===== config.mk =====
export PLATFORM = sky130hd
export DESIGN_NAME = twofish_mode_ctrl
export DESIGN_NICKNAME = d
export VERILOG_FILES = /design/src/rtl/twofish_mode_ctrl_pkg.sv /design/src/rtl/twofish_mode_ctrl_sync_fifo.sv /design/src/rtl/twofish_mode_ctrl.sv
export SDC_FILE = /design/constraint.sdc
export NUM_CORES = 2
export LEC_CHECK = 0
export CAP_MARGIN = 20
export CORE_AREA = 2 2 358 360
export CTS_CLUSTER_DIAMETER = 40
export DETAILED_ROUTE_END_ITERATION = 16
export DIE_AREA = 0 0 360 362
export HOLD_SLACK_MARGIN = 0.02
export PLACE_DENSITY_LB_ADDON = 0.2
export SYNTH_ARGS = -nofsm -noshare
export SYNTH_HDL_FRONTEND = slang
export SYNTH_HIERARCHICAL = 1
export SYNTH_SLANG_ARGS = --single-unit

===== constraint.sdc =====
create_clock -name Clk -period 21.7 [get_ports Clk]
set_input_delay 4.34 -clock Clk [delete_from_list [all_inputs] [get_ports Clk]]
set_output_delay 4.34 -clock Clk [all_outputs]
set_load 0.01 [all_outputs]

===== src/rtl/twofish_mode_ctrl_pkg.sv =====
// twofish_pkg: shared types and constants for the Twofish mode controller.
//   BLOCK_W   : cipher block / key width
//   state_e   : sequencing FSM states
//   MODE_*    : chaining mode encodings for mode_cbc
//   DIR_*     : direction encodings for EnDe
//   blk_cfg_t : per-block configuration latched on accept
package twofish_pkg;

  localparam int BLOCK_W = 128;

  typedef enum logic [2:0] {
    ST_IDLE    = 3'd0,
    ST_START   = 3'd1,
    ST_WAIT_HI = 3'd2,
    ST_WAIT_LO = 3'd3,
    ST_PUSH    = 3'd4
  } state_e;

  localparam logic MODE_ECB = 1'b0;
  localparam logic MODE_CBC = 1'b1;
  localparam logic DIR_ENC  = 1'b0;
  localparam logic DIR_DEC  = 1'b1;

  typedef struct packed {
    logic cbc;
    logic dec;
  } blk_cfg_t;

  // CBC encrypt is the only case that whitens the core input with the chain.
  function automatic logic pre_xor(input logic cbc, input logic dec);
    return (cbc == MODE_CBC) && (dec == DIR_ENC);
  endfunction

  // CBC decrypt is the only case that whitens the core output with the chain.
  function automatic logic post_xor(input logic cbc, input logic dec);
    return (cbc == MODE_CBC) && (dec == DIR_DEC);
  endfunction

endpackage


===== src/rtl/twofish_mode_ctrl_sync_fifo.sv =====
// sync_fifo: single-clock FIFO with registered storage.
//   clk/rst      : clock, asynchronous active-high reset
//   push/wdata   : write strobe and data (ignored when full unless popping)
//   pop/rdata    : read strobe and head-of-queue data (ignored when empty)
//   full/empty   : occupancy flags
//   count        : current number of entries
// DEPTH must be a power of two so the pointers wrap by natural overflow.
module sync_fifo #(
  parameter int WIDTH = 128,
  parameter int DEPTH = 4
) (
  input  logic                   clk,
  input  logic                   rst,
  input  logic                   push,
  input  logic [WIDTH-1:0]       wdata,
  input  logic                   pop,
  output logic [WIDTH-1:0]       rdata,
  output logic                   full,
  output logic                   empty,
  output logic [$clog2(DEPTH):0] count
);

  localparam int AW = $clog2(DEPTH);

  logic [DEPTH-1:0][WIDTH-1:0] mem_q, mem_d;
  logic [AW-1:0]               wptr_q, wptr_d;
  logic [AW-1:0]               rptr_q, rptr_d;
  logic [AW:0]                 count_q, count_d;
  logic                        do_push, do_pop;

  assign full    = (count_q == (AW+1)'(DEPTH));
  assign empty   = (count_q == '0);
  assign count   = count_q;
  assign rdata   = mem_q[rptr_q];
  assign do_pop  = pop && !empty;
  // A full FIFO can still take a write in the same cycle as a read.
  assign do_push = push && (!full || do_pop);

  always_comb begin
    mem_d   = mem_q;
    wptr_d  = wptr_q;
    rptr_d  = rptr_q;
    count_d = count_q;
    if (do_push) begin
      mem_d[wptr_q] = wdata;
      wptr_d        = wptr_q + AW'(1);
    end
    if (do_pop) rptr_d = rptr_q + AW'(1);
    if (do_push && !do_pop)      count_d = count_q + (AW+1)'(1);
    else if (do_pop && !do_push) count_d = count_q - (AW+1)'(1);
  end

  always_ff @(posedge clk or posedge rst) begin
    if (rst) begin
      mem_q   <= '0;
      wptr_q  <= '0;
      rptr_q  <= '0;
      count_q <= '0;
    end else begin
      mem_q   <= mem_d;
      wptr_q  <= wptr_d;
      rptr_q  <= rptr_d;
      count_q <= count_d;
    end
  end

endmodule


===== src/rtl/twofish_mode_ctrl.sv =====
// twofish_mode_ctrl: ECB/CBC streaming mode controller around the Twofish core.
//   Clk/Reset            : clock, asynchronous active-high reset
//   key                  : cipher key, passed straight through to core_key
//   mode_cbc/EnDe        : per-block mode and direction, sampled on accept
//   iv/iv_load           : chain register load (IDLE only, beats input accept)
//   in_data/valid/ready  : input block stream
//   out_data/valid/ready : output block stream (FIFO head)
//   core_*               : Start/EnDe/block/key -> o/busy handshake to core
//   err                  : sticky core timeout flag
//   blk_count            : completed blocks, wrapping
// One block is in flight at a time; a block is only accepted when a FIFO slot
// is free, so the PUSH state can never find the FIFO full.
module twofish_mode_ctrl #(
  parameter int BLOCK_W    = 128,
  parameter int FIFO_DEPTH = 4,
  parameter int TIMEOUT    = 1024,
  parameter int CNT_W      = 16
) (
  input  logic               Clk,
  input  logic               Reset,
  input  logic [BLOCK_W-1:0] key,
  input  logic               mode_cbc,
  input  logic               EnDe,
  input  logic [BLOCK_W-1:0] iv,
  input  logic               iv_load,
  input  logic [BLOCK_W-1:0] in_data,
  input  logic               in_valid,
  output logic               in_ready,
  output logic [BLOCK_W-1:0] out_data,
  output logic               out_valid,
  input  logic               out_ready,
  output logic [BLOCK_W-1:0] core_block,
  output logic [BLOCK_W-1:0] core_key,
  output logic               core_start,
  output logic               core_ende,
  input  logic [BLOCK_W-1:0] core_o,
  input  logic               core_busy,
  output logic               err,
  output logic [CNT_W-1:0]   blk_count
);

  import twofish_pkg::*;

  localparam int TW  = $clog2(TIMEOUT + 1);
  localparam int FAW = $clog2(FIFO_DEPTH);

  state_e             state_q, state_d;
  blk_cfg_t           cfg_q, cfg_d;
  logic [BLOCK_W-1:0] din_q, din_d;
  logic [BLOCK_W-1:0] chain_q, chain_d;
  logic [BLOCK_W-1:0] core_block_q, core_block_d;
  logic [BLOCK_W-1:0] res_q, res_d;
  logic [TW-1:0]      cnt_q, cnt_d, cnt_inc;
  logic               err_q, err_d;
  logic [CNT_W-1:0]   blk_count_q, blk_count_d;

  logic               fifo_push, fifo_pop, fifo_full, fifo_empty;
  logic [FAW:0]       fifo_count;

  // Held low during Reset so the handshake reads idle while reset is applied.
  assign in_ready   = (state_q == ST_IDLE) && !iv_load && !Reset &&
                      (fifo_count < (FAW+1)'(FIFO_DEPTH));
  assign out_valid  = !fifo_empty;
  assign fifo_pop   = out_valid && out_ready;
  assign core_key   = key;
  assign core_block = core_block_q;
  assign core_ende  = cfg_q.dec;
  assign core_start = (state_q == ST_START);
  assign err        = err_q;
  assign blk_count  = blk_count_q;

  always_comb begin
    state_d      = state_q;
    cfg_d        = cfg_q;
    din_d        = din_q;
    chain_d      = chain_q;
    core_block_d = core_block_q;
    res_d        = res_q;
    cnt_d        = cnt_q;
    err_d        = err_q;
    blk_count_d  = blk_count_q;
    fifo_push    = 1'b0;
    cnt_inc      = cnt_q + TW'(1);
    unique case (state_q)
      ST_IDLE: begin
        if (iv_load) begin
          chain_d = iv;
        end else if (in_valid && in_ready) begin
          cfg_d.cbc    = mode_cbc;
          cfg_d.dec    = EnDe;
          din_d        = in_data;
          core_block_d = pre_xor(mode_cbc, EnDe) ? (in_data ^ chain_q) : in_data;
          state_d      = ST_START;
        end
      end
      ST_START: begin
        cnt_d   = '0;
        state_d = ST_WAIT_HI;
      end
      ST_WAIT_HI, ST_WAIT_LO: begin
        cnt_d = cnt_inc;
        // Core progress wins over a timeout landing in the same cycle.
        if (state_q == ST_WAIT_HI && core_busy) begin
          state_d = ST_WAIT_LO;
        end else if (state_q == ST_WAIT_LO && !core_busy) begin
          res_d = post_xor(cfg_q.cbc, cfg_q.dec) ? (core_o ^ chain_q) : core_o;
          if (cfg_q.cbc == MODE_CBC)
            chain_d = (cfg_q.dec == DIR_DEC) ? din_q : core_o;
          state_d = ST_PUSH;
        end else if (cnt_inc == TW'(TIMEOUT)) begin
          err_d   = 1'b1;
          state_d = ST_IDLE;
        end
      end
      ST_PUSH: begin
        fifo_push   = !fifo_full;
        blk_count_d = blk_count_q + CNT_W'(1);
        state_d     = ST_IDLE;
      end
      default: state_d = ST_IDLE;
    endcase
  end

  always_ff @(posedge Clk or posedge Reset) begin
    if (Reset) begin
      state_q      <= ST_IDLE;
      cfg_q        <= '0;
      din_q        <= '0;
      chain_q      <= '0;
      core_block_q <= '0;
      res_q        <= '0;
      cnt_q        <= '0;
      err_q        <= 1'b0;
      blk_count_q  <= '0;
    end else begin
      state_q      <= state_d;
      cfg_q        <= cfg_d;
      din_q        <= din_d;
      chain_q      <= chain_d;
      core_block_q <= core_block_d;
      res_q        <= res_d;
      cnt_q        <= cnt_d;
      err_q        <= err_d;
      blk_count_q  <= blk_count_d;
    end
  end

  sync_fifo #(
    .WIDTH (BLOCK_W),
    .DEPTH (FIFO_DEPTH)
  ) u_out_fifo (
    .clk   (Clk),
    .rst   (Reset),
    .push  (fifo_push),
    .wdata (res_q),
    .pop   (fifo_pop),
    .rdata (out_data),
    .full  (fifo_full),
    .empty (fifo_empty),
    .count (fifo_count)
  );

endmodule


=== Word-level counts from Yosys, hierarchy flattened ===
Cells that the tools add are included.
Widths: inputs -> output; s select.

* Flip-flop bits (word level): 1064
* Input bits: 520
* Logic and storage cells: 102

* Add/sub/neg operators: 6
* Magnitude comparators: 4
* Equal/unequal tests: 13
* Mux-type cells: 23
* Bitwise gates (word level): 6
* Reduce and logical (&&, ||, !) cells: 33

{| class="wikitable"
|+ Operators by type and width
! operator !! number
|-
| $mux 128 || 9
|-
| $bwmux 512 || 1
|-
| $bmux 128 s2 || 1
|-
| $demux 128 s2 || 1
|-
| $pmux 128 s2 || 1
|-
| $xor 128x128->128 || 2
|-
| $pmux 11 s2 || 1
|-
| $mux 3 || 7
|-
| $add 16x1->16 const B || 1
|-
| $logic_and 1x1->1 || 14
|-
| $add 11x1->11 const B || 1
|-
| $eq 11x11->1 const B || 1
|-
| $ne 2x2->1 const B || 5
|-
| $pmux 3 s3 || 1
|-
| $reduce_and 3->1 || 3
|-
| $logic_not 1->1 || 7
|-
| $eq 3x2->1 const B || 2
|-
| $eq 3x3->1 const B || 2
|-
| $logic_not 3->1 || 2
|-
| $lt 2x3->1 const B || 2
|-
| $reduce_bool 2->1 || 3
|-
| $reduce_and 5->1 || 1
|-
| $add 2x1->2 const B || 2
|-
| $ne 4x4->1 const B || 1
|-
| 11 further kinds || 14
|}

=== Depth between registers and ports, before layout ===
* Word-level depth: 10
* Gate-level depth with buffers: 10

=== Hierarchy ===
Netlist, hierarchy kept.

{| class="wikitable"
|+ Modules (own cells, without submodules)
! module !! instances !! cells each !! area an instance (sq um) !! sequential area each (sq um)
|-
| twofish_mode_ctrl || 1 || 2772 || 26978.4 || 13638.1
|-
| sync_fifo || 1 || 1277 || 22659.2 || 12987.5
|}

=== Least setup slack after synthesis ===
Ideal clock, no wire load.

* Path kind: input -> output
* Start point: input Reset
* End point: output in_ready
* Arrival: 5.004 ns
* Required time: 17.360 ns
* Slack: 12.356 ns
* Stages: 2
* Buffers on the path: 0
* Cell sequence: or4_4 nor3_4

* Longest elaborated chain between the ends: 3

{| class="wikitable"
|+ RTL lines
! what !! RTL line !! RTL
|-
| from (decl) || twofish_mode_ctrl.sv:20 || <nowiki>input logic Reset,</nowiki>
|-
| $logic_not 1->1 (no line) || - ||
|-
| $logic_and 1x1->1 (2 in series) || twofish_mode_ctrl.sv:61 || <nowiki>assign in_ready = (state_q == ST_IDLE) && !iv_load && !Reset &&</nowiki>
|-
| to (decl) || twofish_mode_ctrl.sv:28 || <nowiki>output logic in_ready,</nowiki>
|}

Every way passes these cells.

=== Worst setup path after layout ===
Ends and elaborated chain as after synthesis.

==> results.yml <==
setup_path:
  slowest_delay_ns: 0.61
  r2r_cells: 7
  required_ns: 17.36
  critPathMostFrequentCell: "clkdlybuf4s50_1"
  r2r-start: "state_q[1]$_DFFE_PP0P_"
  crit_end: "in_ready"
  setup.worst_path.start: "Reset"
  arrival_ns: 6.38
  crit_chain: "clkdlybuf4s50_1 > or4_4 > nor3_4 > clkdlybuf4s50_1"
  rr_endpoint: "din_q[36]$_DFFE_PP0P_"
  worst-setup-path-type: "in -> out"
  r2r_slack_ns: 17.56
  slowest_stage: "clkdlybuf4s50_1"
  cp_max_fo: 3
  worstSetupEndpointType: "output port"
  worstSetupStartpointType: "input port"
detailed_routing:
  routed_wirelength_mm: 137
  drt_iter0_markers: 1630
  drcViolationCount: 0
  ant_nets: 0
  vias: 32246
  drt-wirelength-per-cell_microns: 21.5
  first_pass_iters: 7
  viasPerCell: 5.06
timing:
  setup_tns_ns: 0
  fin_worst_skew_ns: 0.0533
  setup_violations: 0
  slew_headroom_pct: 28.0
  tightest_slew_ns: 1.08
  final_hold_viol_count: 0
  fmax_mhz: 93.3
  drv_slew: 0
  fin_crit_sh_pct: 49.4
  min_period_ns: 10.72
  rsz0062_at_grt: "false"
yosys:
  syn_nets: 4577
  ys_async_sr_fraction_pct: 100
  synth_edf_count: 0
  ys_types: 51
  synth.avg_cell_area_sq_um: 12.3
  synth_top_area_share_pct: 53.6
  synth-warning-count: 6
  yosysMostFrequentCell: "dfrtp_1"
  synth_top_area_cell: "dfrtp_1"
  synth_seq_cells: 1064
  seq_area_frac_synth_pct: 53.6
  yosys-top-cells-count: "dfrtp_1 (1064), mux2_2 (555), nand2_1 (536), nor2_1 (267), a21oi_1 (261)"
  syn_inst: 4049
  syn_area_sq_um: 49600
  synth_area_leaders: "dfrtp_1 (54%), mux2_2 (13%), mux4_2 (5.8%)"
  synth_flop_cell: "dfrtp_1"
floorplanning:
  die_area_sq_um: 130000
  fp.dieW_microns: 360
  fp-row-count: 131
  die_h_microns: 362
  initial_core_util_pct: 39.2
  io_pins: 925
  coreArea_sq_um: 127000
placement:
  dp_hpwl_mm: 88.6
  gp_congestion: 0.800
  port_buffers: 668
cts:
  h-tree-depth: 4
  clk_pin_slew_ns: 0.06
  clock_sinks: 1064
  root_buffer: "clkbuf_16"
  worstSkewPairLatency_ns: 0.76
  cts_tree: "yes"
  cts_buffers: 171
  max-clock-path-buffers: 3
  cts_hold_buffers: 0
  postCtsSetupRepairBufs: 0
  cts_resized: 0
layout:
  utilization_pct: 49.5
  area_growth_pct: 26.3
  fin_nets: 5074
  drive_gt1_share_pct: 24.5
job:
  cap_violations: 0
global_routing:
  antenna_found_initial: 14
  grt_pass1_vias: 33910
  grt_max_degree: 186
  grtUsageTotal_pct: 21.0
  grt_pass1_wl_mm: 211
  grt_overflow: 0
min_path:
  worstHoldPathType: "reg -> reg"
power:
  irDropWorstVdd_uv: 74.7
  power_density_nw_per_um2: 139
  leakagePower_nw: 27.8
outcome:
  status: "finished, final reports clean"
==> registers in the layout (all words and copies together), names as in the netlist <==
name,count
cnt_q,11
err,1
u_out_fifo/count,3
res_q,128
u_out_fifo/mem_q,512
state_q,3
core_block,128
cfg_q,1
blk_count,16
chain_q,128
u_out_fifo/rptr_q,2
din_q,128
u_out_fifo/wptr_q,2
core_ende,1
==> per-stage QoR <==
| step | cell area, sq um | std cells | hold WS (ns) | total power (W) | setup slack, ns |
|---|---|---|---|---|---|
| after floorplan | 49600 | 4049 | 0.465 | 0.00474 | 2.12 |
| after global placement | 56400 | 6035 | 0.463 | 0.00577 | 10.98 |
| after detailed placement | 56400 | 6035 | 0.466 | 0.00583 | 10.97 |
| after CTS | 62700 | 6358 | 0.483 | 0.00882 | 10.96 |
| after global routing | 62700 | 6367 | 0.507 | 0.00922 | 10.93 |
| final | 62700 | 6372 | 0.477 | 0.00870 | 10.98 |
==> layout make-up <==
class / instances / area (sq um)
repair buffers: 716 / 7100
multi-input cells: 2585 / 20500
inverters: 8 / 45.0
diodes: 14 / 35.0
clock inverters: 114 / 1550
clock buffers: 209 / 4710
well taps: 1662 / 2080
fillers: 11294 / 64000
flip-flops and latches: 1064 / 26600
==> layer usage <==
metal	share of wire [%]	GRT usage [%]	up-vias
li1	-	-	14855
met1	43	27.0	16283
met4	3.6	8.90	10
met5	0.076	0.444	-
met2	47	33.5	821
met3	5.9	5.61	277
==> placed cells by master (no fill, tap or decap), types with 129 or more instances in the layout <==
cell and n:
dfrtp_1 1061, clkdlybuf4s50_1 668, mux2_2 555, nand2_1 536, nor2_1 263, a21oi_1 261, xor2_1 260, o21ai_0 238
clkbuf_16 175, mux2i_1 129
==> where the power goes <==
group / switching, W / internal (W)
Sequential: 0.000567 / 0.00269
Clock: 0.00105 / 0.00189
Combinational: 0.00118 / 0.00133
Total: 0.00279 / 0.00591
==> logic make-up after synthesis <==
logic type / share of synthesized area (%)
buf+inv: 5.15
xor+xnor: 4.92
compound gates: 5.56
flops: 53.6
mux: 23.7
simple gates: 6.79
fa+ha+maj: 0.217
==> worst min-delay path by stage <==
stage,from,end,cells after the start
after global placement,core_block[123]$_DFFE_PP0P_,core_block[123]$_DFFE_PP0P_,2
final,err$_DFFE_PP0P_,err$_DFFE_PP0P_,1
after global routing,u_out_fifo/mem_q[178]$_DFFE_PP0P_,u_out_fifo/mem_q[178]$_DFFE_PP0P_,1
after detailed placement,err$_DFFE_PP0P_,err$_DFFE_PP0P_,1
after CTS,core_block[102]$_DFFE_PP0P_,core_block[102]$_DFFE_PP0P_,2
after floorplan,cnt_q[2]$_DFFE_PP0P_,cnt_q[2]$_DFFE_PP0P_,1
==> worst max-delay path, delay by kind of cell <==
kind          cells  cell delay [ns]
simple gates      2             0.82
buf+inv           2             1.22
No activity file was read; power rests on OpenSTA's default activity.
